**src/rtl/pc_sequencer.sv**
```systemverilog
// Next-PC controller for the 8-bit fetch stage: PC register, return-address stack and
// a RESET/RUN/HALT sequencer choosing between sequential, branch, jump/call and return.
module pc_sequencer #(
  parameter int         RAS_DEPTH = 4,
  parameter logic [7:0] RESET_VEC = 8'h00
) (
  input  logic       clk,
  input  logic       rst,
  input  logic       stall,
  input  logic       branch_taken,
  input  logic [7:0] branch_target,
  input  logic       jump,
  input  logic       call,
  input  logic [7:0] jump_target,
  input  logic       ret,
  input  logic       halt_req,
  input  logic       resume,
  output logic [7:0] pc,
  output logic [7:0] pc_next,
  output logic [1:0] pc_src,
  output logic       ras_empty,
  output logic       ras_full,
  output logic       stack_err,
  output logic       halted
);

  localparam int CW = $clog2(RAS_DEPTH + 1);
  localparam int IW = $clog2(RAS_DEPTH);
  localparam logic [CW-1:0] DEPTH_C = CW'(RAS_DEPTH);
  localparam logic [CW-1:0] ZERO_C  = CW'(0);
  localparam logic [CW-1:0] ONE_C   = CW'(1);

  localparam logic [1:0] SRC_SEQ = 2'b00;
  localparam logic [1:0] SRC_BR  = 2'b01;
  localparam logic [1:0] SRC_JMP = 2'b10;
  localparam logic [1:0] SRC_RET = 2'b11;

  typedef enum logic [1:0] {
    ST_RESET = 2'b00,
    ST_RUN   = 2'b01,
    ST_HALT  = 2'b10
  } state_t;

  state_t        state_r;
  state_t        state_nxt_s;
  logic [7:0]    pc_r;
  logic [7:0]    pc_next_s;
  logic [7:0]    pc_inc_s;
  logic [7:0]    ras_top_s;
  logic [1:0]    pc_src_s;
  logic [CW-1:0] count_r;
  logic [CW-1:0] count_nxt_s;
  logic [CW-1:0] count_dec_s;
  logic [IW-1:0] push_idx_s;
  logic [IW-1:0] top_idx_s;
  logic [7:0]    stack_r [RAS_DEPTH];
  logic          push_s;
  logic          pop_s;
  logic          err_set_s;
  logic          err_r;
  logic          empty_r;
  logic          full_r;

  // The stack grows upward: count_r is the next free slot, count_r-1 the top entry.
  assign pc_inc_s    = pc_r + 8'd1;
  assign count_dec_s = count_r - ONE_C;
  assign push_idx_s  = count_r[IW-1:0];
  assign top_idx_s   = count_dec_s[IW-1:0];
  assign ras_top_s   = stack_r[top_idx_s];

  // Next-state, next-PC source selection and stack push/pop decisions.
  always_comb begin
    state_nxt_s = state_r;
    pc_next_s   = pc_r;
    pc_src_s    = SRC_SEQ;
    push_s      = 1'b0;
    pop_s       = 1'b0;
    err_set_s   = 1'b0;
    case (state_r)
      ST_RESET: begin
        state_nxt_s = ST_RUN;
      end
      ST_RUN: begin
        if (halt_req) begin
          state_nxt_s = ST_HALT;
        end else begin
          state_nxt_s = ST_RUN;
        end
        if (stall) begin
          pc_next_s = pc_r;
        end else if (ret) begin
          // Underflow holds the PC and parks the sequencer in HALT.
          if (count_r == ZERO_C) begin
            err_set_s   = 1'b1;
            state_nxt_s = ST_HALT;
          end else begin
            pc_src_s  = SRC_RET;
            pc_next_s = ras_top_s;
            pop_s     = 1'b1;
          end
        end else if (call) begin
          if (count_r == DEPTH_C) begin
            err_set_s   = 1'b1;
            state_nxt_s = ST_HALT;
          end else begin
            pc_src_s  = SRC_JMP;
            pc_next_s = jump_target;
            push_s    = 1'b1;
          end
        end else if (jump) begin
          pc_src_s  = SRC_JMP;
          pc_next_s = jump_target;
        end else if (branch_taken) begin
          pc_src_s  = SRC_BR;
          pc_next_s = branch_target;
        end else begin
          pc_src_s  = SRC_SEQ;
          pc_next_s = pc_inc_s;
        end
      end
      ST_HALT: begin
        if (resume) begin
          state_nxt_s = ST_RUN;
        end else begin
          state_nxt_s = ST_HALT;
        end
      end
      default: begin
        state_nxt_s = ST_RESET;
      end
    endcase
    // Reset overrides every request and freezes the fetch-side outputs.
    if (rst) begin
      state_nxt_s = ST_RESET;
      pc_next_s   = pc_r;
      pc_src_s    = SRC_SEQ;
      push_s      = 1'b0;
      pop_s       = 1'b0;
      err_set_s   = 1'b0;
    end else begin
      state_nxt_s = state_nxt_s;
    end
  end

  // Stack occupancy after this cycle's push or pop.
  always_comb begin
    count_nxt_s = count_r;
    if (push_s) begin
      count_nxt_s = count_r + ONE_C;
    end else if (pop_s) begin
      count_nxt_s = count_dec_s;
    end else begin
      count_nxt_s = count_r;
    end
  end

  // PC, FSM state, stack occupancy flags and sticky error register.
  always_ff @(posedge clk) begin
    if (rst) begin
      state_r <= ST_RESET;
      pc_r    <= RESET_VEC;
      count_r <= ZERO_C;
      err_r   <= 1'b0;
      empty_r <= 1'b1;
      full_r  <= 1'b0;
    end else begin
      state_r <= state_nxt_s;
      pc_r    <= pc_next_s;
      count_r <= count_nxt_s;
      err_r   <= err_r | err_set_s;
      empty_r <= (count_nxt_s == ZERO_C);
      full_r  <= (count_nxt_s == DEPTH_C);
    end
  end

  // Return-address storage; a call saves the wrapped pc+1.
  always_ff @(posedge clk) begin
    if (rst) begin
      for (int i = 0; i < RAS_DEPTH; i++) begin
        stack_r[i] <= 8'h00;
      end
    end else if (push_s) begin
      stack_r[push_idx_s] <= pc_inc_s;
    end
  end

  assign pc        = pc_r;
  assign pc_next   = pc_next_s;
  assign pc_src    = pc_src_s;
  assign ras_empty = empty_r;
  assign ras_full  = full_r;
  assign stack_err = err_r;
  assign halted    = (state_r == ST_HALT);

endmodule
```
**config.mk**
```make
export PLATFORM = sky130hd
export DESIGN_NAME = pc_sequencer
export DESIGN_NICKNAME = d
export VERILOG_FILES = /design/src/rtl/pc_sequencer.sv
export SDC_FILE = /design/constraint.sdc
export NUM_CORES = 1
export LEC_CHECK = 0
export ABC_AREA = 1
export CORE_UTILIZATION = 40
export DETAILED_ROUTE_END_ITERATION = 8
export PLACE_DENSITY = 0.59
export SYNTH_ARGS = -nofsm -noshare
export SYNTH_HDL_FRONTEND = slang
export SYNTH_SLANG_ARGS = --single-unit
```
**constraint.sdc**
```tcl
create_clock -name clk -period 2.6 [get_ports clk]
set_input_delay 0.52 -clock clk [delete_from_list [all_inputs] [get_ports clk]]
set_output_delay 0.52 -clock clk [all_outputs]
set_load 0.02 [all_outputs]
```
# ---- Word level (Yosys, flattened, before mapping)
# Memories as Yosys holds them, arrays and structs flattened.
# Index checks and enable logic that the tools add are counted.
dict set report word_totals {
  register_bits 16
  word_cells 73
  ram_bits 32
  input_bits 25
  n_memories 1
}
dict set report classes {
  reduce_logical 4
  eq_ne 4
  n_bitwise 1
  n_addsub 3
  n_mux 54
}
# memory words width rd rd_clocked_by_memory_dff wr line_no
set mem_list {}
lappend mem_list {stack_r 4 8 1 0 4 56} ;# logic [7:0] stack_r [RAS_DEPTH];
# op n
set op_table {}
lappend op_table {{$mux W8} 10}
lappend op_table {{$mux W2} 16}
lappend op_table {{$mux W1} 25}
lappend op_table {{$add A8 B1 Y8 const B} 1}
lappend op_table {{$reduce_or A8 Y1} 1}
lappend op_table {{$eq A3 B3 Y1 const B} 2}
lappend op_table {{$logic_not A3 Y1} 2}
lappend op_table {{$mux W3} 2}
lappend op_table {{$pmux W2 S3} 1}
lappend op_table {{$add A3 B1 Y3 const B} 1}
lappend op_table {{$sub A3 B1 Y3 const B} 1}
lappend op_table {{$eq A2 B1 Y1 const B} 1}
lappend op_table {{$eq A2 B2 Y1 const B} 1}
lappend op_table {{$logic_not A2 Y1} 1}
lappend op_table {{$or A1 B1 Y1} 1}

# ---- Longest topological paths before layout
dict set report depth {
  word_depth 12
  mapped_depth 16
  mapped_depth_nobuf 15
}

# ---- Worst setup path before layout
# Ideal clock, no wire load.
dict set report synth_path {
  path_type {reg-to-output}
  startpoint {register count_r[0]}
  endpoint {output port pc_next[6]}
  required_ns 2.080
  path_slack_ns 0.089
  path_buffers 2
  stages_incl_launch_ff 12
  t_arrival_ns 1.991
  cell_sequence {dfxtp_1 inv_2 buf_2 ha_1 buf_2 inv_1 o21ai_0 o22ai_1 nand2_1 o21ai_1 inv_1 a31oi_1}
}
dict set report synth_via {
  elab_chain_len 7
}
# item line_no
set synth_rtl {}
lappend synth_rtl {{start: declaration} 51} ;# logic [CW-1:0] count_r;
lappend synth_rtl {{start signal: assignment} 169} ;# count_r <= count_nxt_s;
lappend synth_rtl {{$sub A3 B1 Y3 / $eq A3 B3 Y1 (equally long branches)} {66, 102}}
lappend synth_rtl {{$mem_v2 Z4 W8 / $mux W8 (equally long branches)} --}
lappend synth_rtl {{$mux W8, on equally long branches} {93, 101}}
lappend synth_rtl {{$mux W8 *} 91} ;# end else if (ret) begin
lappend synth_rtl {{$mux W8 *} 89} ;# if (stall) begin
lappend synth_rtl {{$mux W8 *} 79} ;# case (state_r)
lappend synth_rtl {{$mux W8 *} 133} ;# if (rst) begin
lappend synth_rtl {{end: declaration} 19} ;# output logic [7:0] pc_next,
# Every way passes the cells marked *; elsewhere a longest branch is shown, timed or not.

# ---- Worst setup path after layout
dict set report layout_path {
  startpoint {input port branch_taken}
  endpoint {output port pc_next[1]}
}
dict set report layout_via {
  elab_chain_len 7
}
# item line_no
set layout_rtl {}
lappend layout_rtl {{start: declaration} 10} ;# input logic branch_taken,
lappend layout_rtl {{$mux W8} 113} ;# end else if (branch_taken) begin
lappend layout_rtl {{$mux W8} 110} ;# end else if (jump) begin
lappend layout_rtl {{$mux W8} 101} ;# end else if (call) begin
lappend layout_rtl {{$mux W8} 91}
lappend layout_rtl {{$mux W8} 89}
lappend layout_rtl {{$mux W8} 79}
lappend layout_rtl {{$mux W8} 133}
# No other way between the ends.

==> impl_metrics.env <==
export IMPL_synth_cell_types=38
export IMPL_p_leak_nw=1.88
export IMPL_ant_nets=0
export IMPL_design_area_sq_um=4300
export IMPL_dr_pass1_iters=4
export IMPL_place_gp_congestion=0.924
export IMPL_p_per_area_nw_per_um2=395
export IMPL_finalPower_mw=1.70
export IMPL_slew_headroom_pct=79.9
export IMPL_final_nets=554
export IMPL_end_kind="primary output"
export IMPL_core_sq_um=7330
export IMPL_num_fill_cells=676
export IMPL_fin_tns_setup_ns=0
export IMPL_rsz0062_at_grt="true"
export IMPL_num_rows=31
export IMPL_clkTransAtPathRegs_ns=0.09
export IMPL_grt_pass1_vias=2792
export IMPL_wl_mm=9.62
export IMPL_worst_setup_path_type="primary input to primary output"
export IMPL_fin_crit_ns=2.58
export IMPL_setup_viol=0
export IMPL_die_y_microns=89.6
export IMPL_hp_class="flip-flop to flip-flop"
export IMPL_port_buffers=46
export IMPL_ys_warnings_count=0
export IMPL_synth_seq_area_share_pct=41.8
export IMPL_ys_ff_latch=48
export IMPL_synth_avg_cell_area_sq_um=7.41
export IMPL_drive_gt1_share_pct=27.2
export IMPL_syn_to_final_growth_pct=40.1
export IMPL_syn_nets=443
export IMPL_drv_cap=0
export IMPL_period_share_pct=99.2
export IMPL_finClkSkew_ns=0.00889
export IMPL_h_tree_depth=2
export IMPL_hold_ws_ns=0.495
export IMPL_ios=47
export IMPL_start_util_pct=41.8
export IMPL_grt_max_degree=24
export IMPL_vias=3162
export IMPL_worstPathRequired_ns=2.08
export IMPL_antenna_found_initial=0
export IMPL_slew_viol_final=0
export IMPL_start_kind="primary input"
export IMPL_worst_pin_slew_ns=0.301
export IMPL_worst_path_max_fanout=3
export IMPL_synthCells=414
export IMPL_grt_ovfl_total=0
export IMPL_cts_tree="yes"
export IMPL_diodes=0
export IMPL_drt_iter0_drc=167
export IMPL_max_vdd_ir_drop_mv=0.180
export IMPL_synth_area_sq_um=3070
export IMPL_place_hpwl_mm=7.26
export IMPL_critPathArrivalTime_ns=2.06
export IMPL_seqCellArea_sq_um=1280
export IMPL_drc=0
export IMPL_finalHoldViolCount=0
export IMPL_dp_cells=610
export IMPL_numCtsBuffers=5
export IMPL_stdcell_count=625
export IMPL_insertion_delay_ns=0.30
export IMPL_placed_area_sq_um=4110
export IMPL_grt_use_met2_pct=41.2
export IMPL_ctsHoldBuffers=0
export IMPL_grtUsageMet3_pct=3.05
export IMPL_top_usage_layer="met2"
export IMPL_wire_per_inst_microns=15.4
export IMPL_status="completed"
export IMPL_met1_usage_pct=32.7
export IMPL_viasPerCell=5.06
export IMPL_cts_root_buf="clkbuf_8"
export IMPL_die_area_sq_um=8020
export IMPL_clock_sinks=48
export IMPL_track_usage_pct=24.6
export IMPL_multi_input_area_sq_um=1600
export IMPL_fmax_mhz=388
export IMPL_cts_buffer_depth=2
export IMPL_grt_pass1_wl_mm=14.4
export IMPL_die_x_microns=89.6
-- synth_stat cells (all sizes together) --
library cell	number	share of area, %
a211oi	1	0.24
a21oi	21	4.5
a22oi	9	2.2
a31oi	8	1.6
and2	3	0.61
buf	12	2.7
clkbuf	5	0.61
clkinv	2	0.29
dfxtp	16	10
edfxtp	32	31
ha	4	1.6
inv	34	4.2
nand2	122	16
nand3	16	2.9
nand4	1	0.20
nor2	78	11
nor3	4	0.82
nor4	2	0.41
o21ai	33	5.5
o21bai	1	0.24
o22ai	6	1.2
xor2	4	1.9
-- through the flow --
step / utilization (%) / setup slack (ns)
after global placement: 56.1 / -0.518
final: 58.6 / 0.0202
after CTS: 57.6 / -0.138
after global routing: 58.6 / -0.0947
after detailed placement: 56.1 / -0.500
after floorplan: - / 0.0894
-- registers in the layout, summed over array words and instances (netlist names) --
signal,cells
state_r,2
ras_empty,1
stack_r,32
stack_err,1
count_r,3
pc,8
ras_full,1
-- cells by family (layout without fill, tap and decap cells) --
group	Yosys count	count (layout)	synth area share, %
buffers and inverters	53	165	7.75
XOR/XNOR	4	4	1.88
flip-flops	48	48	41.8
AO/OA/AOI/OAI	79	79	15.6
AND/OR/NAND/NOR	226	226	31.4
adder cells (fa/ha/maj)	4	4	1.63
-- final timing paths --
check	startpoint	endpoint	slack, ns	depth (start not counted)
setup / recovery	branch_taken	pc_next[1]	0.02	8
hold / removal	stack_err	stack_err	0.49	2
setup reg to reg	count_r[1]	stack_r[1][7]	0.49	12
hold reg to reg	stack_err	stack_err	0.49	2
-- final cells by class --
type / count / area share, %
multi-input cells: 313 / 37.2
well taps: 99 / 2.88
flip-flops and latches: 48 / 29.9
clock inverters: 2 / 0.320
clock buffers: 6 / 1.92
inverters: 36 / 3.29
repair buffers: 121 / 24.5
-- critical path, stage by stage --
cell and delay, ns:
clkdlybuf4s50_1 0.46, buf_4 0.18, nor2_2 0.13, a22oi_1 0.10, a31oi_1 0.27, nor3_1 0.07, a21oi_1 0.15, buf_4 0.17
-- placed cells by master (no fill, tap or decap), types with 12 or more instances in the layout --
cell type	instances
dfxtp_1	14
nor2_1	69
nand2_1	116
nand3_1	13
a21oi_1	16
clkdlybuf4s50_1	34
inv_1	20
edfxtp_1	32
buf_4	77
inv_2	12
o21ai_0	18
-- power breakdown --
part           switching (mW)  internal, mW
registers              0.0127         0.837
logic                   0.205         0.171
clock network           0.257         0.217
total                   0.475          1.22
-- per-layer routing --
layer	vias up	share of wire, %
met2	100	49
li1	1589	-
met5	-	0
met1	1461	44
met4	0	2.1
met3	12	4.8
-- timing repair --
action,in CTS,in global routing
setup buffers,2,5
pin swaps,2,11
endpoints found under the setup margin,10,9
hold endpoints to repair,0,0
resized for setup,48,23
No activity file was read; power rests on OpenSTA's default activity.
